==> config.mk <==
export PLATFORM = sky130hd
export DESIGN_NAME = s2mm_cmd_arbiter_flat
export DESIGN_NICKNAME = d
export VERILOG_FILES = /design/src/rtl/s2mm_cmd_arbiter_if.sv /design/src/rtl/s2mm_cmd_arbiter.sv /design/src/flat_wrapper.sv
export SDC_FILE = /design/constraint.sdc
export NUM_CORES = 1
export LEC_CHECK = 0
export BUFFER_PORTS_ARGS = -buffer_cell sky130_fd_sc_hd__buf_4
export CORE_ASPECT_RATIO = 0.75
export CORE_MARGIN = 5
export CORE_UTILIZATION = 47
export DETAILED_ROUTE_END_ITERATION = 10
export PLACE_DENSITY = 0.82
export SYNTH_ARGS = -nofsm -noshare
export SYNTH_HDL_FRONTEND = slang
export SYNTH_SLANG_ARGS = --single-unit
export TNS_END_PERCENT = 100
==> constraint.sdc <==
create_clock -name clk -period 3.04 [get_ports clk]
set_input_delay 0.304 -clock clk [delete_from_list [all_inputs] [get_ports clk]]
set_output_delay 0.304 -clock clk [all_outputs]
set_load 0.1 [all_outputs]
==> src/rtl/s2mm_cmd_arbiter_if.sv <==
// s2mm_cmd_arbiter_if: command, status and control signals between two S2MM requesters and a shared datamover.
interface s2mm_cmd_arbiter_if;
    logic [71:0] s0_cmd_tdata;
    logic        s0_cmd_tvalid;
    logic        s0_cmd_tready;
    logic [71:0] s1_cmd_tdata;
    logic        s1_cmd_tvalid;
    logic        s1_cmd_tready;
    logic [71:0] m_cmd_tdata;
    logic        m_cmd_tvalid;
    logic        m_cmd_tready;
    logic [7:0]  s_sts_tdata;
    logic        s_sts_tvalid;
    logic        s_sts_tready;
    logic [7:0]  m0_sts_tdata;
    logic        m0_sts_tvalid;
    logic        m0_sts_tready;
    logic [7:0]  m1_sts_tdata;
    logic        m1_sts_tvalid;
    logic        m1_sts_tready;
    logic        err_sticky;
    logic        err_clr;
    logic [7:0]  arb_status;

    modport slave (
        input  s0_cmd_tdata, s0_cmd_tvalid, s1_cmd_tdata, s1_cmd_tvalid, m_cmd_tready,
        input  s_sts_tdata, s_sts_tvalid, m0_sts_tready, m1_sts_tready, err_clr,
        output s0_cmd_tready, s1_cmd_tready, m_cmd_tdata, m_cmd_tvalid,
        output s_sts_tready, m0_sts_tdata, m0_sts_tvalid, m1_sts_tdata, m1_sts_tvalid,
        output err_sticky, arb_status
    );

    modport master (
        output s0_cmd_tdata, s0_cmd_tvalid, s1_cmd_tdata, s1_cmd_tvalid, m_cmd_tready,
        output s_sts_tdata, s_sts_tvalid, m0_sts_tready, m1_sts_tready, err_clr,
        input  s0_cmd_tready, s1_cmd_tready, m_cmd_tdata, m_cmd_tvalid,
        input  s_sts_tready, m0_sts_tdata, m0_sts_tvalid, m1_sts_tdata, m1_sts_tvalid,
        input  err_sticky, arb_status
    );
endinterface

==> src/rtl/s2mm_cmd_arbiter.sv <==
// s2mm_cmd_arbiter: round-robin sharing of one S2MM datamover between two requesters,
// with per-requester outstanding limits, tag rewriting and status routing back by tag.
module s2mm_cmd_arbiter #(
    parameter int MAX_OUT = 4
) (
    input  logic               clk,
    input  logic               rst_n,
    s2mm_cmd_arbiter_if.slave  bus_io
);
    typedef enum logic [1:0] {IDLE = 2'd0, ISSUE = 2'd1, WAIT_ACK = 2'd2} state_t;

    localparam logic [2:0]  MAX      = 3'(MAX_OUT);
    localparam logic [71:0] TAG_MASK = {4'h0, 4'hF, 64'h0};

    state_t      state_q;
    logic        gnt_q, last_grant_q;
    logic        s0_rdy_q, s1_rdy_q;
    logic        m_valid_q;
    logic [71:0] m_data_q;
    logic [2:0]  seq0_q, seq1_q;
    logic [2:0]  out0_q, out1_q, out0_d, out1_d;
    logic        buf_valid_q, buf_port_q;
    logic [7:0]  buf_data_q;
    logic        err_q, err_d;

    logic        elig0, elig1, gnt_d;
    logic        sel_valid, issue;
    logic [71:0] sel_data;
    logic [2:0]  sel_seq;
    logic        sts_hs, sts_port, orphan, dec0, dec1;

    always_comb begin
        elig0     = bus_io.s0_cmd_tvalid && (out0_q < MAX);
        elig1     = bus_io.s1_cmd_tvalid && (out1_q < MAX);
        gnt_d     = (elig0 && elig1) ? ~last_grant_q : elig1;
        sel_valid = gnt_q ? bus_io.s1_cmd_tvalid : bus_io.s0_cmd_tvalid;
        sel_data  = gnt_q ? bus_io.s1_cmd_tdata : bus_io.s0_cmd_tdata;
        sel_seq   = gnt_q ? seq1_q : seq0_q;
        issue     = (state_q == ISSUE) && sel_valid;
        sts_hs    = bus_io.s_sts_tvalid && !buf_valid_q;
        sts_port  = bus_io.s_sts_tdata[3];
        orphan    = sts_port ? (out1_q == 3'd0) : (out0_q == 3'd0);
        dec0      = buf_valid_q && !buf_port_q && bus_io.m0_sts_tready;
        dec1      = buf_valid_q && buf_port_q && bus_io.m1_sts_tready;
        // a status is only ever buffered against a non-zero counter, so dec cannot underflow
        out0_d    = out0_q + {2'b0, issue && !gnt_q} - {2'b0, dec0};
        out1_d    = out1_q + {2'b0, issue && gnt_q} - {2'b0, dec1};
        err_d     = (sts_hs && (|bus_io.s_sts_tdata[6:4] || orphan)) || (err_q && !bus_io.err_clr);
    end

    always_ff @(posedge clk) begin
        if (!rst_n) begin
            state_q      <= IDLE;
            gnt_q        <= 1'b0;
            last_grant_q <= 1'b1;
            s0_rdy_q     <= 1'b0;
            s1_rdy_q     <= 1'b0;
            m_valid_q    <= 1'b0;
            m_data_q     <= '0;
            seq0_q       <= '0;
            seq1_q       <= '0;
        end else begin
            case (state_q)
                IDLE: if (elig0 || elig1) begin
                    gnt_q    <= gnt_d;
                    s0_rdy_q <= !gnt_d;
                    s1_rdy_q <= gnt_d;
                    state_q  <= ISSUE;
                end
                ISSUE: begin
                    s0_rdy_q <= 1'b0;
                    s1_rdy_q <= 1'b0;
                    // a requester that withdrew its command is skipped without side effects
                    if (sel_valid) begin
                        m_data_q     <= (sel_data & ~TAG_MASK) | {4'h0, gnt_q, sel_seq, 64'h0};
                        m_valid_q    <= 1'b1;
                        last_grant_q <= gnt_q;
                        if (gnt_q) seq1_q <= seq1_q + 3'd1;
                        else       seq0_q <= seq0_q + 3'd1;
                        state_q      <= WAIT_ACK;
                    end else begin
                        state_q <= IDLE;
                    end
                end
                WAIT_ACK: if (bus_io.m_cmd_tready) begin
                    m_valid_q <= 1'b0;
                    state_q   <= IDLE;
                end
                default: state_q <= IDLE;
            endcase
        end
    end

    always_ff @(posedge clk) begin
        if (!rst_n) begin
            out0_q      <= '0;
            out1_q      <= '0;
            buf_valid_q <= 1'b0;
            buf_port_q  <= 1'b0;
            buf_data_q  <= '0;
            err_q       <= 1'b0;
        end else begin
            out0_q <= out0_d;
            out1_q <= out1_d;
            err_q  <= err_d;
            if (sts_hs && !orphan) begin
                buf_valid_q <= 1'b1;
                buf_port_q  <= sts_port;
                buf_data_q  <= bus_io.s_sts_tdata;
            end else if (dec0 || dec1) begin
                buf_valid_q <= 1'b0;
            end
        end
    end

    assign bus_io.s0_cmd_tready = s0_rdy_q;
    assign bus_io.s1_cmd_tready = s1_rdy_q;
    assign bus_io.m_cmd_tvalid  = m_valid_q;
    assign bus_io.m_cmd_tdata   = m_data_q;
    assign bus_io.s_sts_tready  = !buf_valid_q;
    assign bus_io.m0_sts_tvalid = buf_valid_q && !buf_port_q;
    assign bus_io.m1_sts_tvalid = buf_valid_q && buf_port_q;
    assign bus_io.m0_sts_tdata  = buf_data_q;
    assign bus_io.m1_sts_tdata  = buf_data_q;
    assign bus_io.err_sticky    = err_q;
    assign bus_io.arb_status    = {state_q, last_grant_q, 1'b0, out0_q[1:0], out1_q[1:0]};
endmodule

==> src/flat_wrapper.sv <==
// flat-port wrapper written by rule: the top's interface ports become plain ports
module s2mm_cmd_arbiter_flat 
#(
    parameter int MAX_OUT = 4
)
  (clk, rst_n, bus_io_s0_cmd_tdata, bus_io_s0_cmd_tvalid, bus_io_s1_cmd_tdata, bus_io_s1_cmd_tvalid, bus_io_m_cmd_tready, bus_io_s_sts_tdata, bus_io_s_sts_tvalid, bus_io_m0_sts_tready, bus_io_m1_sts_tready, bus_io_err_clr, bus_io_s0_cmd_tready, bus_io_s1_cmd_tready, bus_io_m_cmd_tdata, bus_io_m_cmd_tvalid, bus_io_s_sts_tready, bus_io_m0_sts_tdata, bus_io_m0_sts_tvalid, bus_io_m1_sts_tdata, bus_io_m1_sts_tvalid, bus_io_err_sticky, bus_io_arb_status);
  s2mm_cmd_arbiter_if bus_io_i ();
  input  logic clk;
  input  logic rst_n;
  input wire logic [$bits(bus_io_i.s0_cmd_tdata)-1:0] bus_io_s0_cmd_tdata;
  input wire logic [$bits(bus_io_i.s0_cmd_tvalid)-1:0] bus_io_s0_cmd_tvalid;
  input wire logic [$bits(bus_io_i.s1_cmd_tdata)-1:0] bus_io_s1_cmd_tdata;
  input wire logic [$bits(bus_io_i.s1_cmd_tvalid)-1:0] bus_io_s1_cmd_tvalid;
  input wire logic [$bits(bus_io_i.m_cmd_tready)-1:0] bus_io_m_cmd_tready;
  input wire logic [$bits(bus_io_i.s_sts_tdata)-1:0] bus_io_s_sts_tdata;
  input wire logic [$bits(bus_io_i.s_sts_tvalid)-1:0] bus_io_s_sts_tvalid;
  input wire logic [$bits(bus_io_i.m0_sts_tready)-1:0] bus_io_m0_sts_tready;
  input wire logic [$bits(bus_io_i.m1_sts_tready)-1:0] bus_io_m1_sts_tready;
  input wire logic [$bits(bus_io_i.err_clr)-1:0] bus_io_err_clr;
  output wire logic [$bits(bus_io_i.s0_cmd_tready)-1:0] bus_io_s0_cmd_tready;
  output wire logic [$bits(bus_io_i.s1_cmd_tready)-1:0] bus_io_s1_cmd_tready;
  output wire logic [$bits(bus_io_i.m_cmd_tdata)-1:0] bus_io_m_cmd_tdata;
  output wire logic [$bits(bus_io_i.m_cmd_tvalid)-1:0] bus_io_m_cmd_tvalid;
  output wire logic [$bits(bus_io_i.s_sts_tready)-1:0] bus_io_s_sts_tready;
  output wire logic [$bits(bus_io_i.m0_sts_tdata)-1:0] bus_io_m0_sts_tdata;
  output wire logic [$bits(bus_io_i.m0_sts_tvalid)-1:0] bus_io_m0_sts_tvalid;
  output wire logic [$bits(bus_io_i.m1_sts_tdata)-1:0] bus_io_m1_sts_tdata;
  output wire logic [$bits(bus_io_i.m1_sts_tvalid)-1:0] bus_io_m1_sts_tvalid;
  output wire logic [$bits(bus_io_i.err_sticky)-1:0] bus_io_err_sticky;
  output wire logic [$bits(bus_io_i.arb_status)-1:0] bus_io_arb_status;
  assign bus_io_i.s0_cmd_tdata = bus_io_s0_cmd_tdata;
  assign bus_io_i.s0_cmd_tvalid = bus_io_s0_cmd_tvalid;
  assign bus_io_i.s1_cmd_tdata = bus_io_s1_cmd_tdata;
  assign bus_io_i.s1_cmd_tvalid = bus_io_s1_cmd_tvalid;
  assign bus_io_i.m_cmd_tready = bus_io_m_cmd_tready;
  assign bus_io_i.s_sts_tdata = bus_io_s_sts_tdata;
  assign bus_io_i.s_sts_tvalid = bus_io_s_sts_tvalid;
  assign bus_io_i.m0_sts_tready = bus_io_m0_sts_tready;
  assign bus_io_i.m1_sts_tready = bus_io_m1_sts_tready;
  assign bus_io_i.err_clr = bus_io_err_clr;
  assign bus_io_s0_cmd_tready = bus_io_i.s0_cmd_tready;
  assign bus_io_s1_cmd_tready = bus_io_i.s1_cmd_tready;
  assign bus_io_m_cmd_tdata = bus_io_i.m_cmd_tdata;
  assign bus_io_m_cmd_tvalid = bus_io_i.m_cmd_tvalid;
  assign bus_io_s_sts_tready = bus_io_i.s_sts_tready;
  assign bus_io_m0_sts_tdata = bus_io_i.m0_sts_tdata;
  assign bus_io_m0_sts_tvalid = bus_io_i.m0_sts_tvalid;
  assign bus_io_m1_sts_tdata = bus_io_i.m1_sts_tdata;
  assign bus_io_m1_sts_tvalid = bus_io_i.m1_sts_tvalid;
  assign bus_io_err_sticky = bus_io_i.err_sticky;
  assign bus_io_arb_status = bus_io_i.arb_status;
  s2mm_cmd_arbiter #(.MAX_OUT(MAX_OUT)) u_core (.clk(clk), .rst_n(rst_n), .bus_io(bus_io_i));
endmodule
==> flow_summary.json, run 1 <==
{
  "via_per_inst": 4.97,
  "postCtsSetupBuffers": 0,
  "cpPeakStageDelay_ps": 500,
  "synth-edff-count": 0,
  "numCtsBuffers": 9,
  "grt_pass1_wl_um": 19600,
  "hold_class": "input port to register",
  "syn_nets": 648,
  "synth_top_cell_by_area": "dfxtp_1",
  "finClkSkew_ps": 11.0,
  "die-area_um2": 11700,
  "place.gp.congestion": 0.803,
  "drc": 0,
  "slew_violations": 0,
  "stdcell_area_um2": 6700,
  "first_pass_iters": 4,
  "synthMuxAreaShare": 0.164,
  "port_buffers": 254,
  "synth_top_family_by_area": "multiplexers",
  "cp_num_buf_inv": 1,
  "synthCells": 479,
  "ys_async_sr_fraction": 0,
  "worstSetupPathType": "register to register",
  "arrival_ps": 2350,
  "cts_resized": 0,
  "rows": 31,
  "clock_path_buffers": 2,
  "synth_top_area_frac": 0.447,
  "path_clk_slew_ps": 70,
  "period_minus_slack_ps": 2130,
  "antenna_found_initial": 0,
  "wire_per_inst_um": 15.5,
  "ys.flop_type": "dfxtp_1",
  "yosys_warnings": 0,
  "cp_cell_sequence": "nor2_4 > and2_1 > ha_1 > inv_1 > ha_1 > fa_1 > xnor2_1 > xnor2_1 > nor2_1",
  "final.setup.tns_ps": 0,
  "hold_buffers": 0,
  "antenna_cells": 0,
  "core_area_um2": 9540,
  "cts_tree": "done",
  "synthTopCellsByCount": "101 x dfxtp_1, 88 x nor2_1, 74 x mux2i_1",
  "synth_area_leaders": "dfxtp_1 45%, mux2i_1 16%, a211oi_1 12%",
  "leakagePower_nw": 2.89,
  "synth_cell_types": 35,
  "fmax_mhz": 469,
  "hold_viol_final": 0,
  "cp_max_fo": 7,
  "final_cell_count_no_fill": 833,
  "routed_wl_um": 13000,
  "fill_cells": 758,
  "synth.most_common_cell": "dfxtp_1",
  "start_util": 0.475,
  "grt_max_degree": 145,
  "rsz0062_at_grt": "no",
  "status": "finished, final reports clean",
  "syn_to_final_growth_pct": 48.1,
  "critPathLaunchType": "register",
  "crit_path_end_kind": "register",
  "synth-seq-area-share": 0.447,
  "cp.required_ps": 3260,
  "ios": 264,
  "drive_above_1_share": 0.398,
  "placed_area_um2": 6380,
  "cts_max_level": 3,
  "power.density_nw_per_um2": 659,
  "syn_avg_cell_area_um2": 9.45,
  "root_buffer": "clkbuf_16",
  "dp_cells": 817,
  "nets": 865,
  "ant_nets": 0,
  "dpl.hpwl_um": 10000,
  "synthesis.area_um2": 4530,
  "synth_fa_ha_area_frac": 0.0254,
  "vdd_drop_max_v": 0.000374,
  "fin_crit_sh": 0.701,
  "setup_violations": 0,
  "insertion_delay_ps": 340,
  "maxCapViolations": 0,
  "grt_pass1_vias": 3949,
  "gr-total-overflow": 0,
  "dieWidth_um": 123,
  "slew_headroom": 0.384,
  "cts_sinks": 101,
  "dr.first_iter.drc_count": 146,
  "synth_seq_cells": 101,
  "vias": 4141,
  "synth_compound_area_frac": 0.140,
  "cp_top_family": "adder cells",
  "critPathSlowestCell": "dfxtp_1",
  "yosys.area_share.simple": 0.137,
  "tightestPinTransition_ps": 925,
  "die_y_um": 95.0,
  "grt.total_usage": 0.212,
  "synthXorXnorAreaFrac": 0.0155
}
## where the power goes
part	leakage (nW)	total [W]	switching, W	internal, W
clock	0.153	0.00122	0.000474	0.000743
sequential	0.826	0.00153	0.0000869	0.00144
combinational	1.91	0.00167	0.00121	0.000463
## through the flow
| stage | worst slack (ps) | total power (W) | hold WS [ps] | util |
|---|---|---|---|---|
| floorplan | 139 | 0.00282 | 434 | - |
| global placement | 974 | 0.00321 | 462 | 0.669 |
| detailed placement | 924 | 0.00324 | 475 | 0.669 |
| CTS | 897 | 0.00446 | 174 | 0.703 |
| global route | 795 | 0.00459 | 172 | 0.703 |
| finish | 909 | 0.00442 | 185 | 0.703 |
## cells by family (layout without fill, tap and decap cells)
logic type,after synthesis,count (layout)
and+or+nand+nor,135,135
buffers and inverters,63,285
other,1,1
muxes,74,74
adders and majority gates,8,8
DFF,101,101
xor gates and xnor gates,8,8
AOI/OAI and AO/OA,89,89
## worst min-delay path, delay by kind of cell
| kind | cells | cell delay [ps] |
|---|---|---|
| buffers and inverters | 1 | 80 |
| AND/OR/NAND/NOR | 1 | 50 |
| AO/OA/AOI/OAI | 1 | 60 |
## final timing paths
| path | from | end | slack (ps) | cells past startpoint |
|---|---|---|---|---|
| min | bus_io_s_sts_tdata[1] | u_core.bus_io.m0_sts_tdata[1] | 190 | 3 |
| min reg2reg | u_core.bus_io.m0_sts_tdata[6] | u_core.bus_io.m0_sts_tdata[6] | 480 | 2 |
| max | u_core.bus_io.m0_sts_tdata[3] | u_core.out0_q[2] | 910 | 9 |
| max reg2reg | u_core.bus_io.m0_sts_tdata[3] | u_core.out0_q[2] | 910 | 9 |
## metal layers
| layer | GRT usage | share of wire | routed length [µm] |
|---|---|---|---|
| met5 | 0 | 0 | 0 |
| met4 | 0.0599 | 0.016 | 208 |
| met3 | 0.0737 | 0.079 | 1030 |
| met2 | 0.379 | 0.52 | 6730 |
| met1 | 0.238 | 0.38 | 4990 |
## state kept, by name, indices dropped and copies added (netlist names)
register and flops:
u_core.buf_valid_q 1, u_core.bus_io.err_sticky 1, u_core.bus_io.m0_sts_tdata 8, u_core.bus_io.m_cmd_tdata 72
u_core.bus_io.m_cmd_tvalid 1, u_core.bus_io.s0_cmd_tready 1, u_core.bus_io.s1_cmd_tready 1, u_core.gnt_q 1
u_core.last_grant_q 1, u_core.out0_q 3, u_core.out1_q 3, u_core.seq0_q 3
u_core.seq1_q 3, u_core.state_q 2
## layout by cell type (no fill, tap or decap), types with 6 or more instances in the layout
master and count:
ha_1 6, nand3_1 11, clkbuf_16 9, mux2i_1 74
nand2_1 12, dfxtp_1 100, buf_4 256, nor2_1 87
inv_1 10, a211oi_1 71, o21ai_0 8
## cell type report
type,count,area (µm²),share of cell area
tap,132,165,0.0246
clock buffer,12,246,0.0368
sequential,101,2030,0.302
inverter,11,41.3,0.00616
multi-input combinational,315,2190,0.327
clock inverter,4,72.6,0.0108
timing repair buffer,258,1960,0.293
No activity file was read; power rests on OpenSTA's default activity.
==> run 2: changes to the inputs <==
- CORE_UTILIZATION: 47 -> 44
- PLACE_DENSITY: 0.82 -> 0.78
- clock period: 3.04 -> 2.2 ns (I/O delays scaled with it)
==> run 2 against run 1 <==
Compared with the run above:
- clock power is 39% higher
- non-clock buffer count is 1 higher
- combinational power is 40% higher
- worst setup slack worse by 760 ps
- hold slack worse by 77 ps
- maximum frequency is 3.9% higher
- sequential power is 37% higher
- final cell count is 0.60% higher
- wire length hardly changed
- largest power group unchanged
- critical path depth stayed put
- first-iteration DRC count is 4.8% lower
==> flow_summary.json, run 2 (synthesized netlist as in run 1, its figures left out) <==
{
  "dpl.hpwl_um": 10100,
  "rsz0062_at_grt": "no",
  "final_cell_count_no_fill": 838,
  "worstSetupPathType": "register to register",
  "slew_headroom": 0.482,
  "fin_crit_sh": 0.932,
  "maxCapViolations": 0,
  "ant_nets": 0,
  "wire_per_inst_um": 15.5,
  "grt_pass1_vias": 4180,
  "routed_wl_um": 13000,
  "pwr-share-clk": 0.275,
  "cp_max_fo": 7,
  "drive_above_1_share": 0.410,
  "leakagePower_nw": 2.90,
  "cts_resized": 0,
  "antenna_cells": 0,
  "gr-total-overflow": 0,
  "die-area_um2": 12400,
  "dieWidth_um": 127,
  "critPathLaunchType": "register",
  "worstHoldPathCells": 3,
  "drc": 0,
  "vdd_drop_max_v": 0.000492,
  "rows": 32,
  "vias": 4159,
  "cpPeakStageDelay_ps": 490,
  "core_area_um2": 10200,
  "cts_sinks": 101,
  "ios": 264,
  "crit_path_end_kind": "register",
  "cts_max_level": 3,
  "setup_violations": 0,
  "postCtsSetupBuffers": 0,
  "place.gp.congestion": 0.887,
  "switching_share": 0.396,
  "power.density_nw_per_um2": 906,
  "path_clk_slew_ps": 60,
  "tightestPinTransition_ps": 774,
  "root_buffer": "clkbuf_16",
  "port_buffers": 254,
  "antenna_found_initial": 0,
  "mostFrequentLayoutCells": "256 x buf_4, 97 x dfxtp_1, 87 x nor2_1, 74 x mux2i_1, 71 x a211oi_1",
  "reg2reg_depth": 9,
  "start_util": 0.445,
  "hold_class": "input port to register",
  "finClkSkew_ps": 6.76,
  "period_minus_slack_ps": 2050,
  "critPathSlowestCell": "dfxtp_1",
  "p_seq_frac": 0.343,
  "dp_cells": 822,
  "status": "finished, final reports clean",
  "largest_reg_flops": 72,
  "syn_to_final_growth_pct": 49.5,
  "grt_pass1_wl_um": 20300,
  "via_per_inst": 4.96,
  "cp_cell_sequence": "and3_1 > ha_1 > inv_1 > ha_1 > inv_1 > fa_1 > xor2_1 > xnor2_1 > nor2_1",
  "hold_viol_final": 0,
  "power_frac_comb": 0.382,
  "first_pass_iters": 6,
  "dr.first_iter.drc_count": 139,
  "cp.required_ps": 2420,
  "arrival_ps": 2270,
  "numCtsBuffers": 9,
  "insertion_delay_ps": 340,
  "slew_violations": 0,
  "die_y_um": 97.9,
  "nets": 866,
  "cts_tree": "done",
  "p_sw_w": 0.00243,
  "internal_power_w": 0.00371,
  "hold_buffers": 0,
  "hold_ws_ps": 108,
  "final_common_cell": "buf_4",
  "grt_max_degree": 113,
  "fmax_mhz": 488,
  "grt.total_usage": 0.201,
  "final.setup.tns_ps": 0,
  "clock_path_buffers": 2
}
-- run 2: changes by cell type in the layout (fill, tap and decap cells not counted), sizes merged --
cell | before | now
clkinv | 1 | 0
clkinvlp | 1 | 2
inv | 11 | 10
buf | 258 | 259
clkbuf | 12 | 13
-- run 2: layout make-up --
| type | instances | area, µm² |
|---|---|---|
| Timing Repair Buffer | 259 | 1980 |
| Clock buffer | 13 | 260 |
| Multi-Input combinational cell | 315 | 2210 |
| Inverter | 11 | 45.0 |
| Tap cell | 136 | 170 |
| Clock inverter | 3 | 67.6 |
| Fill cell | 878 | 3400 |
| Sequential cell | 101 | 2030 |
-- run 2: worst paths after layout --
check,start,to,slack [ps]
setup / recovery,u_core.bus_io.m0_sts_tdata[3],u_core.out1_q[2],150
hold / removal,bus_io_s_sts_tdata[0],u_core.bus_io.m0_sts_tdata[0],110
setup reg to reg,u_core.bus_io.m0_sts_tdata[3],u_core.out1_q[2],150
hold reg to reg,u_core.bus_io.m0_sts_tdata[5],u_core.bus_io.m0_sts_tdata[5],480
-- run 2: power by group through the flow --
stage               sequential [W]  clock (W)  combinational (W)
CTS                        0.00211    0.00174            0.00236
global route               0.00213    0.00181            0.00246
global placement           0.00213          0            0.00232
finish                     0.00210    0.00169            0.00234
floorplan                  0.00316          0           0.000748
detailed placement         0.00214          0            0.00235
-- run 2: worst max-delay path: cells and delay by family (launching register included) --
family / cells / cell delay (ps)
simple gates: 2 / 270
fa+ha+maj: 3 / 730
xor+xnor: 2 / 340
buf+inv: 2 / 110
flops: 1 / 490
-- run 2: through the flow --
step / setup slack (ps) / util / total power [W] / area [µm²]
5_1_grt: 40.7 / 0.666 / 0.00640 / 6770
6_report: 150 / 0.666 / 0.00613 / 6770
4_1_cts: 137 / 0.666 / 0.00620 / 6770
2_1_floorplan: -588 / - / 0.00391 / 4570
3_5_place_dp: 138 / 0.633 / 0.00450 / 6440
3_3_place_gp: 269 / 0.633 / 0.00445 / 6440
-- run 2: layer usage --
metal  wire length (µm)  GRT usage  vias up
met5                  0          0        -
met4                301     0.0709        0
met3               1070     0.0678       22
met2               6740      0.362      146
met1               4850      0.220     1877
li1                   -          -     2114
